[config.mk]
export PLATFORM = sky130hd
export DESIGN_NAME = excess3_deserializer_flat
export DESIGN_NICKNAME = d
export VERILOG_FILES = /design/src/rtl/excess3_deserializer_pkg.sv /design/src/rtl/excess3_deserializer_if.sv /design/src/rtl/excess3_deserializer_xs3_digit_check.sv /design/src/rtl/excess3_deserializer.sv /design/src/flat_wrapper.sv
export SDC_FILE = /design/constraint.sdc
export NUM_CORES = 1
export LEC_CHECK = 0
export CAP_MARGIN = 20
export CORE_MARGIN = 1
export CORE_UTILIZATION = 60
export CTS_BUF_LIST = sky130_fd_sc_hd__clkbuf_16
export CTS_CLUSTER_DIAMETER = 120
export DETAILED_ROUTE_END_ITERATION = 8
export DONT_BUFFER_PORTS = 1
export PLACE_DENSITY_LB_ADDON = 0.3
export SYNTH_ARGS = -nofsm -noshare
export SYNTH_HDL_FRONTEND = slang
export SYNTH_SLANG_ARGS = --single-unit
[constraint.sdc]
create_clock -name clk -period 3.9 [get_ports clk]
set_input_delay 0.39 -clock clk [delete_from_list [all_inputs] [get_ports clk]]
set_output_delay 0.39 -clock clk [all_outputs]
set_load 0.03 [all_outputs]
[src/rtl/excess3_deserializer_pkg.sv]
`default_nettype none
// ============================================================================
// Module      : excess3_deserializer_pkg
// Description : Shared constants and types for the Excess-3 deserializer.
//               Digit width, valid Excess-3 code range, decode offset.
// Revision    : 1.0 - initial release
// ============================================================================
package excess3_deserializer_pkg;

    localparam int DIGIT_BITS = 4;

    // Legal Excess-3 codes are 0011 (BCD 0) through 1100 (BCD 9)
    localparam logic [DIGIT_BITS-1:0] XS3_MIN    = 4'd3;
    localparam logic [DIGIT_BITS-1:0] XS3_MAX    = 4'd12;
    localparam logic [DIGIT_BITS-1:0] XS3_OFFSET = 4'd3;

    typedef logic [DIGIT_BITS-1:0] xs3_digit_t;

endpackage : excess3_deserializer_pkg
`default_nettype wire

[src/rtl/excess3_deserializer_if.sv]
`default_nettype none
// ============================================================================
// Module      : excess3_deserializer_if
// Description : Serial input strobe/data/flag and parallel digit/word
//               outputs of the Excess-3 deserializer. The bcd bundle exists
//               only when DECODE_BCD_EN is defined.
// Revision    : 1.0 - initial release
// ============================================================================
interface excess3_deserializer_if #(
    parameter int NDIGITS = 2
);
    import excess3_deserializer_pkg::*;

    // Serial side (driven by the converter)
    logic                        en;
    logic                        s;
    logic                        v;

    // Parallel side (driven by the deserializer)
    xs3_digit_t                  digit;
    logic                        dvalid;
    logic                        derr;
    logic [DIGIT_BITS*NDIGITS-1:0] word;
    logic                        wvalid;
    logic                        werr;
    logic [1:0]                  bitidx;
`ifdef DECODE_BCD_EN
    logic [DIGIT_BITS*NDIGITS-1:0] bcd;
`endif

    // Stream source / result consumer
    modport master (
        output en, s, v,
        input  digit, dvalid, derr, word, wvalid, werr, bitidx
`ifdef DECODE_BCD_EN
        , input bcd
`endif
    );

    // Deserializer
    modport slave (
        input  en, s, v,
        output digit, dvalid, derr, word, wvalid, werr, bitidx
`ifdef DECODE_BCD_EN
        , output bcd
`endif
    );

endinterface : excess3_deserializer_if
`default_nettype wire

[src/rtl/excess3_deserializer_xs3_digit_check.sv]
`default_nettype none
// ============================================================================
// Module      : xs3_digit_check
// Description : Combinational Excess-3 digit checker. Flags codes outside
//               0011..1100; with DECODE_BCD_EN also returns code - 3.
// Revision    : 1.0 - initial release
// ============================================================================
module xs3_digit_check
    import excess3_deserializer_pkg::*;
(
    input  xs3_digit_t code,
    output logic       range_err
`ifdef DECODE_BCD_EN
    ,
    output xs3_digit_t bcd
`endif
);

    // Out-of-range detection for one Excess-3 code
    always_comb begin
        range_err = (code < XS3_MIN) || (code > XS3_MAX);
    end

`ifdef DECODE_BCD_EN
    // Modulo-16 subtract; out-of-range codes are masked by the caller
    always_comb begin
        bcd = code - XS3_OFFSET;
    end
`endif

endmodule : xs3_digit_check
`default_nettype wire

[src/rtl/excess3_deserializer.sv]
`default_nettype none
// ============================================================================
// Module      : excess3_deserializer
// Description : Collects a serial Excess-3 stream (LSB first, 4 bits per
//               digit) into parallel digits, validates each digit and
//               assembles NDIGITS digits into a word with a valid strobe.
//               Optional macro DECODE_BCD_EN adds a registered BCD view of
//               the word (error slots read 4'hF).
// Revision    : 1.0 - initial release
// ============================================================================
module excess3_deserializer
    import excess3_deserializer_pkg::*;
#(
    parameter int NDIGITS = 2,
    parameter int CNTW    = 3
) (
    input  wire logic             clk,
    input  wire logic             rst,
    excess3_deserializer_if.slave bus
);

    localparam int               WORD_BITS   = DIGIT_BITS * NDIGITS;
    localparam logic [CNTW-1:0]  c_last_slot = CNTW'(NDIGITS - 1);

    // Bit / digit sequencing state
    logic [1:0]           r_b;
    // Only three pending bits are ever needed: the fourth arrives on s
    logic [2:0]           r_sr;
    logic                 r_de;
    logic [CNTW-1:0]      r_d;
    logic [WORD_BITS-1:0] r_wacc;
    logic                 r_we;

    // Registered outputs
    xs3_digit_t           r_digit;
    logic                 r_dvalid;
    logic                 r_derr;
    logic [WORD_BITS-1:0] r_word;
    logic                 r_wvalid;
    logic                 r_werr;

    xs3_digit_t           w_code;
    logic                 w_range_err;
    logic                 w_derr_next;
    logic                 w_digit_done;
    logic                 w_word_done;
    logic [WORD_BITS-1:0] w_word_next;

    assign w_code       = {bus.s, r_sr};
    assign w_digit_done = bus.en && (r_b == 2'd3);
    assign w_word_done  = w_digit_done && (r_d == c_last_slot);
    assign w_derr_next  = r_de | bus.v | w_range_err;

    xs3_digit_check u_completion_check (
        .code      (w_code),
        .range_err (w_range_err)
`ifdef DECODE_BCD_EN
        ,
        .bcd       ()
`endif
    );

    // Word accumulator with the current code dropped into slot r_d
    always_comb begin
        w_word_next = r_wacc;
        for (int k = 0; k < NDIGITS; k++) begin
            if (r_d == CNTW'(k)) begin
                w_word_next[k*DIGIT_BITS +: DIGIT_BITS] = w_code;
            end
        end
    end

    // Bit shifting, digit/word completion and output registers
    always_ff @(posedge clk) begin
        if (rst) begin
            r_b      <= '0;
            r_sr     <= '0;
            r_de     <= 1'b0;
            r_d      <= '0;
            r_wacc   <= '0;
            r_we     <= 1'b0;
            r_digit  <= '0;
            r_dvalid <= 1'b0;
            r_derr   <= 1'b0;
            r_word   <= '0;
            r_wvalid <= 1'b0;
            r_werr   <= 1'b0;
        end else begin
            r_dvalid <= 1'b0;
            r_wvalid <= 1'b0;
            if (bus.en) begin
                if (r_b != 2'd3) begin
                    r_sr <= {bus.s, r_sr[2:1]};
                    r_de <= r_de | bus.v;
                    r_b  <= r_b + 2'd1;
                end else begin
                    r_digit  <= w_code;
                    r_dvalid <= 1'b1;
                    r_derr   <= w_derr_next;
                    r_b      <= 2'd0;
                    r_de     <= 1'b0;
                    r_wacc   <= w_word_next;
                    if (r_d == c_last_slot) begin
                        r_word   <= w_word_next;
                        r_werr   <= r_we | w_derr_next;
                        r_wvalid <= 1'b1;
                        r_d      <= '0;
                        r_we     <= 1'b0;
                    end else begin
                        r_we <= r_we | w_derr_next;
                        r_d  <= r_d + CNTW'(1);
                    end
                end
            end
        end
    end

`ifdef DECODE_BCD_EN
    // Per-slot error flags so the decoded word can mark bad digits
    logic [NDIGITS-1:0]   r_slot_err;
    logic [NDIGITS-1:0]   w_slot_err_next;
    logic [WORD_BITS-1:0] w_bcd_next;
    logic [WORD_BITS-1:0] r_bcd;

    // Current digit's error recorded in slot r_d
    always_comb begin
        w_slot_err_next = r_slot_err;
        for (int k = 0; k < NDIGITS; k++) begin
            if (r_d == CNTW'(k)) begin
                w_slot_err_next[k] = w_derr_next;
            end
        end
    end

    for (genvar g = 0; g < NDIGITS; g++) begin : g_decode
        xs3_digit_t w_slot_bcd;
        logic       w_slot_range;

        xs3_digit_check u_slot_check (
            .code      (w_word_next[g*DIGIT_BITS +: DIGIT_BITS]),
            .range_err (w_slot_range),
            .bcd       (w_slot_bcd)
        );

        // Bad slots read as 4'hF instead of a wrapped subtraction
        always_comb begin
            w_bcd_next[g*DIGIT_BITS +: DIGIT_BITS] =
                (w_slot_err_next[g] || w_slot_range) ? 4'hF : w_slot_bcd;
        end
    end

    // Slot error tracking and decoded word, updated together with word
    always_ff @(posedge clk) begin
        if (rst) begin
            r_slot_err <= '0;
            r_bcd      <= '0;
        end else if (w_digit_done) begin
            r_slot_err <= w_word_done ? '0 : w_slot_err_next;
            if (w_word_done) begin
                r_bcd <= w_bcd_next;
            end
        end
    end

    assign bus.bcd = r_bcd;
`endif

    assign bus.digit  = r_digit;
    assign bus.dvalid = r_dvalid;
    assign bus.derr   = r_derr;
    assign bus.word   = r_word;
    assign bus.wvalid = r_wvalid;
    assign bus.werr   = r_werr;
    assign bus.bitidx = r_b;

endmodule : excess3_deserializer
`default_nettype wire

[src/flat_wrapper.sv]
// flat-port wrapper written by rule: the top's interface ports become plain ports
module excess3_deserializer_flat import excess3_deserializer_pkg::*;
#(
    parameter int NDIGITS = 2,
    parameter int CNTW    = 3
)
  (clk, rst, bus_en, bus_s, bus_v, bus_digit, bus_dvalid, bus_derr, bus_word, bus_wvalid, bus_werr, bus_bitidx);
  excess3_deserializer_if #(.NDIGITS(NDIGITS)) bus_i ();
  input  wire logic clk;
  input  wire logic rst;
  input wire logic [$bits(bus_i.en)-1:0] bus_en;
  input wire logic [$bits(bus_i.s)-1:0] bus_s;
  input wire logic [$bits(bus_i.v)-1:0] bus_v;
  output wire logic [$bits(bus_i.digit)-1:0] bus_digit;
  output wire logic [$bits(bus_i.dvalid)-1:0] bus_dvalid;
  output wire logic [$bits(bus_i.derr)-1:0] bus_derr;
  output wire logic [$bits(bus_i.word)-1:0] bus_word;
  output wire logic [$bits(bus_i.wvalid)-1:0] bus_wvalid;
  output wire logic [$bits(bus_i.werr)-1:0] bus_werr;
  output wire logic [$bits(bus_i.bitidx)-1:0] bus_bitidx;
  assign bus_i.en = bus_en;
  assign bus_i.s = bus_s;
  assign bus_i.v = bus_v;
  assign bus_digit = bus_i.digit;
  assign bus_dvalid = bus_i.dvalid;
  assign bus_derr = bus_i.derr;
  assign bus_word = bus_i.word;
  assign bus_wvalid = bus_i.wvalid;
  assign bus_werr = bus_i.werr;
  assign bus_bitidx = bus_i.bitidx;
  excess3_deserializer #(.NDIGITS(NDIGITS), .CNTW(CNTW)) u_core (.clk(clk), .rst(rst), .bus(bus_i));
endmodule
---- Word level (Yosys, flattened, before mapping) ----
Cells that the tools add are included.
word-level totals
  bits in registers ....................... 34
  output and inout bits ................... 18
  word-level logic and storage cells ...... 38
  input port bits ......................... 5
operators by class
  reductions and logical operators ........ 7
  bitwise gates (word level) .............. 5
  eq/ne operators ......................... 2
  add/sub/neg operators ................... 2
  magnitude comparators ................... 2
  multiplexer cells ....................... 8
operator list
  kind                   number
  $mux W4                2
  $gt A4 B4 Y1 const B   1
  $lt A4 B2 Y1 const B   1
  $mux W1                4
  $reduce_and A2 Y1      2
  $add A3 B1 Y3 const B  1
  $eq A3 B1 Y1 const B   1
  $logic_not A3 Y1       1
  $mux W3                1
  $or A1 B1 Y1           3
  $reduce_and A3 Y1      1
  $reduce_or A3 Y1       1
  $add A2 B1 Y2 const B  1
  $mux W2                1
  $ne A2 B2 Y1 const B   1
  $not A1 Y1             2
  $reduce_or A2 Y1       1
  $logic_or A1 B1 Y1     1

---- Longest topological paths before layout ----
Gate-level depths: netlist of the first run.
  word-level depth ........................ 5
  gate-level depth with buffers ........... 6
  depth with buffers taken out ............ 4

---- Hierarchy ----
From an unflattened synthesis of the first run, not the netlist that was laid out.
second synthesis, totals
  cells, all modules ...................... 127
  area total of the unflattened synthesis .. 1229.9 um^2
by module, submodules not included
  module                cells each  sequential area each (um^2)  area each (um^2)  instances
  excess3_deserializer  124         600.6                        1209.9            1
  xs3_digit_check       3           0.0                          20.0              1

---- Worst setup path before layout of the first run ----
Ideal clock, no wire load.
  path kind ............................... register to register
  start ................................... register u_core.r_b[0], in the netlist u_core.bus.bitidx[0]
  end ..................................... register u_core.r_we
  clock period less this slack ............ 1.477 ns
  stages on the path, launching flop included .. 6
  required time ........................... 3.814 ns
  library setup time ...................... 0.086 ns
  arrival time ............................ 1.391 ns
  slack ................................... 2.423 ns
  path through ............................ dfxtp_1 > ha_1 > and2_1 > buf_4 > o41ai_2 > a221oi_2
on the way
  word-level cells in the longest chain between the ends .. 3
RTL lines
  element                             RTL line                     source
  start, declared                     excess3_deserializer.sv:26   logic [1:0] r_b;
  start signal, assigned              excess3_deserializer.sv:95   r_b <= r_b + 2'd1;
  $ne A2 B2 Y1                        excess3_deserializer.sv:92   if (r_b != 2'd3) begin
  $not A1 Y1 (no source line)         --
  $reduce_and A2 Y1 (no source line)  --
  end signal, assigned                excess3_deserializer.sv:110  r_we <= r_we | w_derr_next;
  end, declared                       excess3_deserializer.sv:32   logic r_we;
No other way between the ends.
A chain may end at the register's enable or synchronous reset.

---- Worst setup path after layout of the first run ----
  start ................................... register u_core.r_b[0], in the netlist u_core.bus.bitidx[0]
  end ..................................... register u_core.r_word[5], in the netlist u_core.bus.word[5]
on the way
  word-level cells in the longest chain between the ends .. 3
RTL lines
  element                             RTL line                     source
  $ne A2 B2 Y1                        excess3_deserializer.sv:92
  $not A1 Y1 (no source line)         --
  $reduce_and A3 Y1 (no source line)  --
  end signal, assigned                excess3_deserializer.sv:104  r_word <= w_word_next;
  end, declared                       excess3_deserializer.sv:38   logic [WORD_BITS-1:0] r_word;
No other way between the ends.

==> impl_metrics.yaml, run 1 <==
finish:
  layout.nets: 132
  drive_above_1_share_pct: 9.45
  instances_no_fill: 152
  area_delta_synth_final_pct: 7.68
  fillerInstances: 144
  fin_util_pct: 72.0
  n_antenna_cell: 0
synth:
  synth_area_leaders: "dfxtp_1, a21oi_1, nand3_1"
  synth_cell_type_count: 32
  synth_commonest_cells: "dfxtp_1, a21oi_1, nand3_1"
  yosys_register_bits: 30
  synth_edf_count: 0
  ys_seq_area_share_pct: 49.8
  syn-cell-area_mm2: 0.00120
  postSynth.asyncResetShare_pct: 0
  ys_warn_count: 0
  syn_nets: 137
  syn_avg_cell_area_um2: 9.20
  yosysTopAreaCellShare_pct: 49.8
  synth_area_leader_cell: "dfxtp_1"
  synthCells: 131
  yosys_most_used_dff: "dfxtp_1"
  synth_most_common_cell: "dfxtp_1"
global_routing:
  grt_max_degree: 31
  grt_usage_pct: 24.6
  globalRouteOverflowTotal: 0
  grt_pass1_wl_um: 3630
  first_global_vias: 812
  antenna_found_initial: 0
placed_design:
  place_hpwl_um: 1460
  portBuffers: 0
  routabilityCongestion: 0.698
  placed_cells: 144
drt:
  wirelength_um: 2350
  wl_per_cell_um: 15.4
  ant_nets: 0
  drt_iter0_drc: 36
  dr.pass1.iters: 4
  dr_total_vias: 911
  vias_per_cell: 5.99
  route.detailed.drc: 0
worst_setup_path:
  worstSetupPathType: "register to register"
  required_ns: 4.05
  cp_max_fo: 14
  cp.arrival_ns: 2.10
  worstSetupStartpointType: "register"
  end_kind: "register"
timing:
  max_slew.worst_pin.slew_ns: 0.636
  slew_viol_final: 0
  period_share_pct: 49.8
  fmax_mhz: 515
  relSlewSlack_pct: 57.5
  skew_ns: 0.00512
  grt_setup_unrepaired: "no"
  hold_viol: 0
  period_minus_slack_ns: 1.94
  setup_violations: 0
  tns_ns: 0
clocking:
  root_buffer: "clkbuf_16"
  clock_path_buffers: 2
  path_clk_slew_ns: 0.05
  numClockSinks: 30
  cts_resized: 0
  clk_latency_ns: 0.27
  cts_hold_buf: 0
  htree_levels: 2
  cts_made_buffers: 5
  tritoncts: "done"
  postCtsSetupRepairBufs: 0
die:
  die-width_um: 46.8
  die_area_mm2: 0.00219
  start_util_pct: 66.9
  placementRows: 15
  io_pins: 23
  core_mm2: 0.00180
  die_h_um: 46.8
power:
  pwr_density_cell_mw_per_mm2: 530
  peakVddDrop_uv: 464
  leakage_nw: 0.450
  total_power_mw: 0.688
job:
  cap_violations: 0
run_status:
  status: "finished, final reports clean"
hold_path:
  hp-class: "input port to register"
==> per-stage QoR <==
step	cell area [µm²]	hold WS (ns)	setup WS (ns)
floorplan	1200	0.440	2.42
global placement	1160	0.442	2.08
finish	1300	0.179	1.96
detailed placement	1160	0.449	2.03
CTS	1300	0.178	1.95
global route	1300	0.177	1.80
==> state kept, by name, indices dropped and copies added, names as in the netlist <==
signal / cells
u_core.r_de: 1
u_core.r_wacc: 4
u_core.bus.werr: 1
u_core.bus.derr: 1
u_core.r_we: 1
u_core.bus.bitidx: 2
u_core.bus.wvalid: 1
u_core.bus.word: 8
u_core.bus.digit: 4
u_core.r_d: 3
u_core.bus.dvalid: 1
u_core.r_sr: 3
==> report_power, final <==
| part | internal, mW | total (mW) | leakage [nW] | switching (mW) |
|---|---|---|---|---|
| registers | 0.312 | 0.321 | 0.243 | 0.00970 |
| clock network | 0.229 | 0.352 | 0.0724 | 0.123 |
| logic | 0.00692 | 0.0148 | 0.135 | 0.00785 |
==> routing by layer <==
layer	vias to the layer above	routed length, µm	global-route usage (%)
met4	0	32	10.3
met3	5	208	11.2
met2	39	1130	37.2
met5	-	0	0
li1	449	-	-
met1	418	971	30.4
==> cell families (layout without fill, tap and decap cells) <==
| logic type | after synthesis | after routing | synth area share (%) |
|---|---|---|---|
| AOI/OAI and AO/OA | 38 | 38 | 18.8 |
| xor gates and xnor gates | 2 | 2 | 1.45 |
| adders and majority gates | 1 | 1 | 1.04 |
| buffers and inverters | 15 | 11 | 7.27 |
| DFF | 30 | 30 | 49.8 |
| muxes | 5 | 5 | 4.15 |
| and+or+nand+nor | 40 | 40 | 17.4 |
==> critical path: stages, from the launching register on <==
cell and delay [ns]:
dfxtp_1 0.54, ha_1 0.33, nand4bb_1 0.47, o21ai_0 0.38
a21oi_1 0.11
==> cells in the final DEF, fill, tap and decap left out <==
cell type	instances
a211oi_1	1
inv_1	3
o211a_1	1
nor2_1	8
mux2i_1	5
a211oi_2	1
nand2_1	10
and2_1	1
a21oi_1	20
nor4_1	1
nand3_2	1
inv_2	1
and4bb_4	1
xor2_1	1
clkinv_2	1
o21ai_1	6
ha_1	1
o41ai_2	1
nand4_1	1
nand3_1	11
and2b_1	1
nor3_1	3
dfxtp_1	30
clkbuf_16	5
xnor2_1	1
clkinv_1	1
a221oi_2	1
nand4bb_1	1
o21ai_0	7
nand4b_1	1
==> path summary, 6_finish.rpt <==
check	slack, ns	from	cells past startpoint	end
worst max-delay path	1.96	u_core.bus.bitidx[0]	4	u_core.bus.word[5]
worst min-delay path	0.18	rst	1	u_core.bus.word[3]
worst max register to register	1.96	u_core.bus.bitidx[0]	4	u_core.bus.word[5]
worst min register to register	0.46	u_core.r_wacc[2]	2	u_core.bus.word[2]
==> cell type report <==
type                       instances  area (µm²)  share of cell area [%]
clock buffer                       5         125                    9.64
clock inverter                     3        12.5                   0.964
inverter                           3        11.3                   0.868
multi-input combinational         86         517                    39.8
sequential                        30         601                    46.3
tap                               25        31.3                    2.41
(Power assumes the default switching activity.)
==> run 2, diff against run 1 <==
Settings changed: CORE_UTILIZATION 60 to 53.
Clock period 3.9 ns to 1.75 ns, I/O delays scaled along.
==> run 2 against run 1 <==
First-iteration DRC count shrank 44%. Critical path depth unchanged. Core utilization down 5.7 points. Die area is 13% higher. Final area increased by 4.4%. Combinational power rose to 4.5 times the previous value. Sequential power increased by 120%. Clock-buffer cell count is the same. Worst setup slack worse by 1.6 ns. Via count increased by 3.3%. Sequential cell count is the same. Global-route usage shrank 3.2 points. Largest power group unchanged.
==> impl_metrics.yaml, run 2 (synthesized netlist as in run 1, its figures left out) <==
drt:
  dr.pass1.iters: 4
  drt_iter0_drc: 20
  routed-wl-met2_um: 1190
  vias_per_cell: 5.88
  routed.top_layer: "met4"
  met1_length_um: 1070
  wirelength_um: 2440
  met3_length_um: 164
  dr_total_vias: 941
  route.detailed.drc: 0
  wl_per_cell_um: 15.3
  ant_nets: 0
finish:
  drive_above_1_share_pct: 12.8
  largest_register_ffs: 8
  final_cell_mix: "dfxtp_1, a21oi_1, nand3_1, nand2_1, nor2_1"
  mostFrequentLayoutCell: "dfxtp_1"
  layout.nets: 138
  fillerInstances: 182
  area_delta_synth_final_pct: 12.5
  fin_util_pct: 66.4
  n_antenna_cell: 0
run_status:
  status: "finished, final reports clean"
timing:
  relSlewSlack_pct: 66.4
  period_share_pct: 81.9
  tns_ns: 0
  slew_viol_final: 0
  fmax_mhz: 697
  max_slew.worst_pin.slew_ns: 0.503
  skew_ns: 0.00346
  period_minus_slack_ns: 1.43
  setup_violations: 0
  hold_viol: 0
  grt_setup_unrepaired: "no"
placed_design:
  portBuffers: 0
  routabilityCongestion: 0.805
  place_hpwl_um: 1490
clocking:
  cts_hold_buf: 1
  tritoncts: "done"
  htree_levels: 2
  clock_path_buffers: 2
  numClockSinks: 30
  clk_latency_ns: 0.27
  postCtsSetupRepairBufs: 0
  path_clk_slew_ns: 0.05
  cts_resized: 0
  root_buffer: "clkbuf_16"
  cts_made_buffers: 5
worst_setup_path:
  reg2reg_slack_ns: 0.32
  required_ns: 1.93
  cp_max_fo: 8
  critPathMaxStageDelay_ns: 0.33
  r2r-start: "u_core.bus.bitidx[1]"
  reg2regPathDepth: 4
  end_kind: "register"
  r2r-end: "u_core.r_we"
  worstSetupPathType: "register to register"
  crit_chain: "ha_1 -> and2_1 -> o41ai_2 -> a221oi_2"
  worstSetupStartpointType: "register"
  cp.arrival_ns: 1.62
  critPathSlowestCell: "dfxtp_1"
hold_path:
  hp-class: "input port to register"
  min_from: "bus_s"
  holdPathStages: 2
  whs_endpoint: "u_core.r_sr[2]"
global_routing:
  first_global_vias: 902
  antenna_found_initial: 0
  grt_usage_pct: 21.3
  grt_pass1_wl_um: 3960
  grt_max_degree: 31
  globalRouteOverflowTotal: 0
die:
  die_area_mm2: 0.00247
  io_pins: 23
  start_util_pct: 59.0
  core_mm2: 0.00204
  placementRows: 16
  die-width_um: 49.7
  die_h_um: 49.7
power:
  sw_frac_of_total_pct: 20.6
  pwr_density_cell_mw_per_mm2: 1140
  power_frac_clock_pct: 50.1
  peakVddDrop_uv: 857
  comb_power_share_pct: 4.3
  intPower_mw: 1.23
  power.switching_mw: 0.319
  leakage_nw: 0.482
  seqPwrFrac_pct: 45.6
job:
  cap_violations: 0
run 2: worst max-delay path by stage:
stage	to	cells past startpoint	start	slack, ns
final	u_core.r_we	4	u_core.bus.bitidx[1]	0.32
after floorplan	u_core.r_we	5	u_core.bus.bitidx[0]	0.27
after global placement	u_core.r_we	4	u_core.bus.bitidx[0]	0.41
after global routing	u_core.r_we	4	u_core.bus.bitidx[1]	0.26
after detailed placement	u_core.r_we	4	u_core.bus.bitidx[1]	0.36
after CTS	u_core.r_de	2	rst	0.29
run 2: power by group through the flow:
stage / registers [mW] / clock network, mW / logic [mW]
after global routing: 0.707 / 0.818 / 0.0717
after detailed placement: 0.720 / 0 / 0.0496
after floorplan: 0.724 / 0 / 0.0454
after global placement: 0.719 / 0 / 0.0479
after CTS: 0.706 / 0.789 / 0.0622
final: 0.707 / 0.776 / 0.0662
run 2: worst max-delay path, delay by kind of cell (launching register included):
family,cells,cell delay [ns]
adders and majority gates,1,0.24
AOI/OAI and AO/OA,2,0.44
and+or+nand+nor,1,0.33
DFF,1,0.33
run 2: layer usage:
layer | track usage [%] | vias up
met2 | 35.4 | 26
met5 | 0 | -
met4 | 7.14 | 0
li1 | - | 465
met1 | 25.2 | 448
met3 | 7.72 | 2
run 2: layout make-up:
cell class | count | area, µm² | share of cell area [%]
multi-input combinational | 86 | 517 | 38.1
clock inverter | 3 | 12.5 | 0.923
clock buffer | 5 | 125 | 9.23
timing repair buffer | 6 | 55.1 | 4.06
sequential | 30 | 601 | 44.3
inverter | 3 | 11.3 | 0.831
tap | 27 | 33.8 | 2.49
run 2: stage by stage:
step	power, mW	cell area (µm²)	setup slack, ns	hold WS, ns	cells
6_report	1.55	1360	0.316	0.0619	160
5_1_grt	1.60	1360	0.265	0.0769	160
4_1_cts	1.56	1340	0.289	0.0625	159
3_5_place_dp	0.769	1190	0.363	0.247	150
3_3_place_gp	0.767	1190	0.414	0.246	150
2_1_floorplan	0.770	1200	0.273	0.311	131
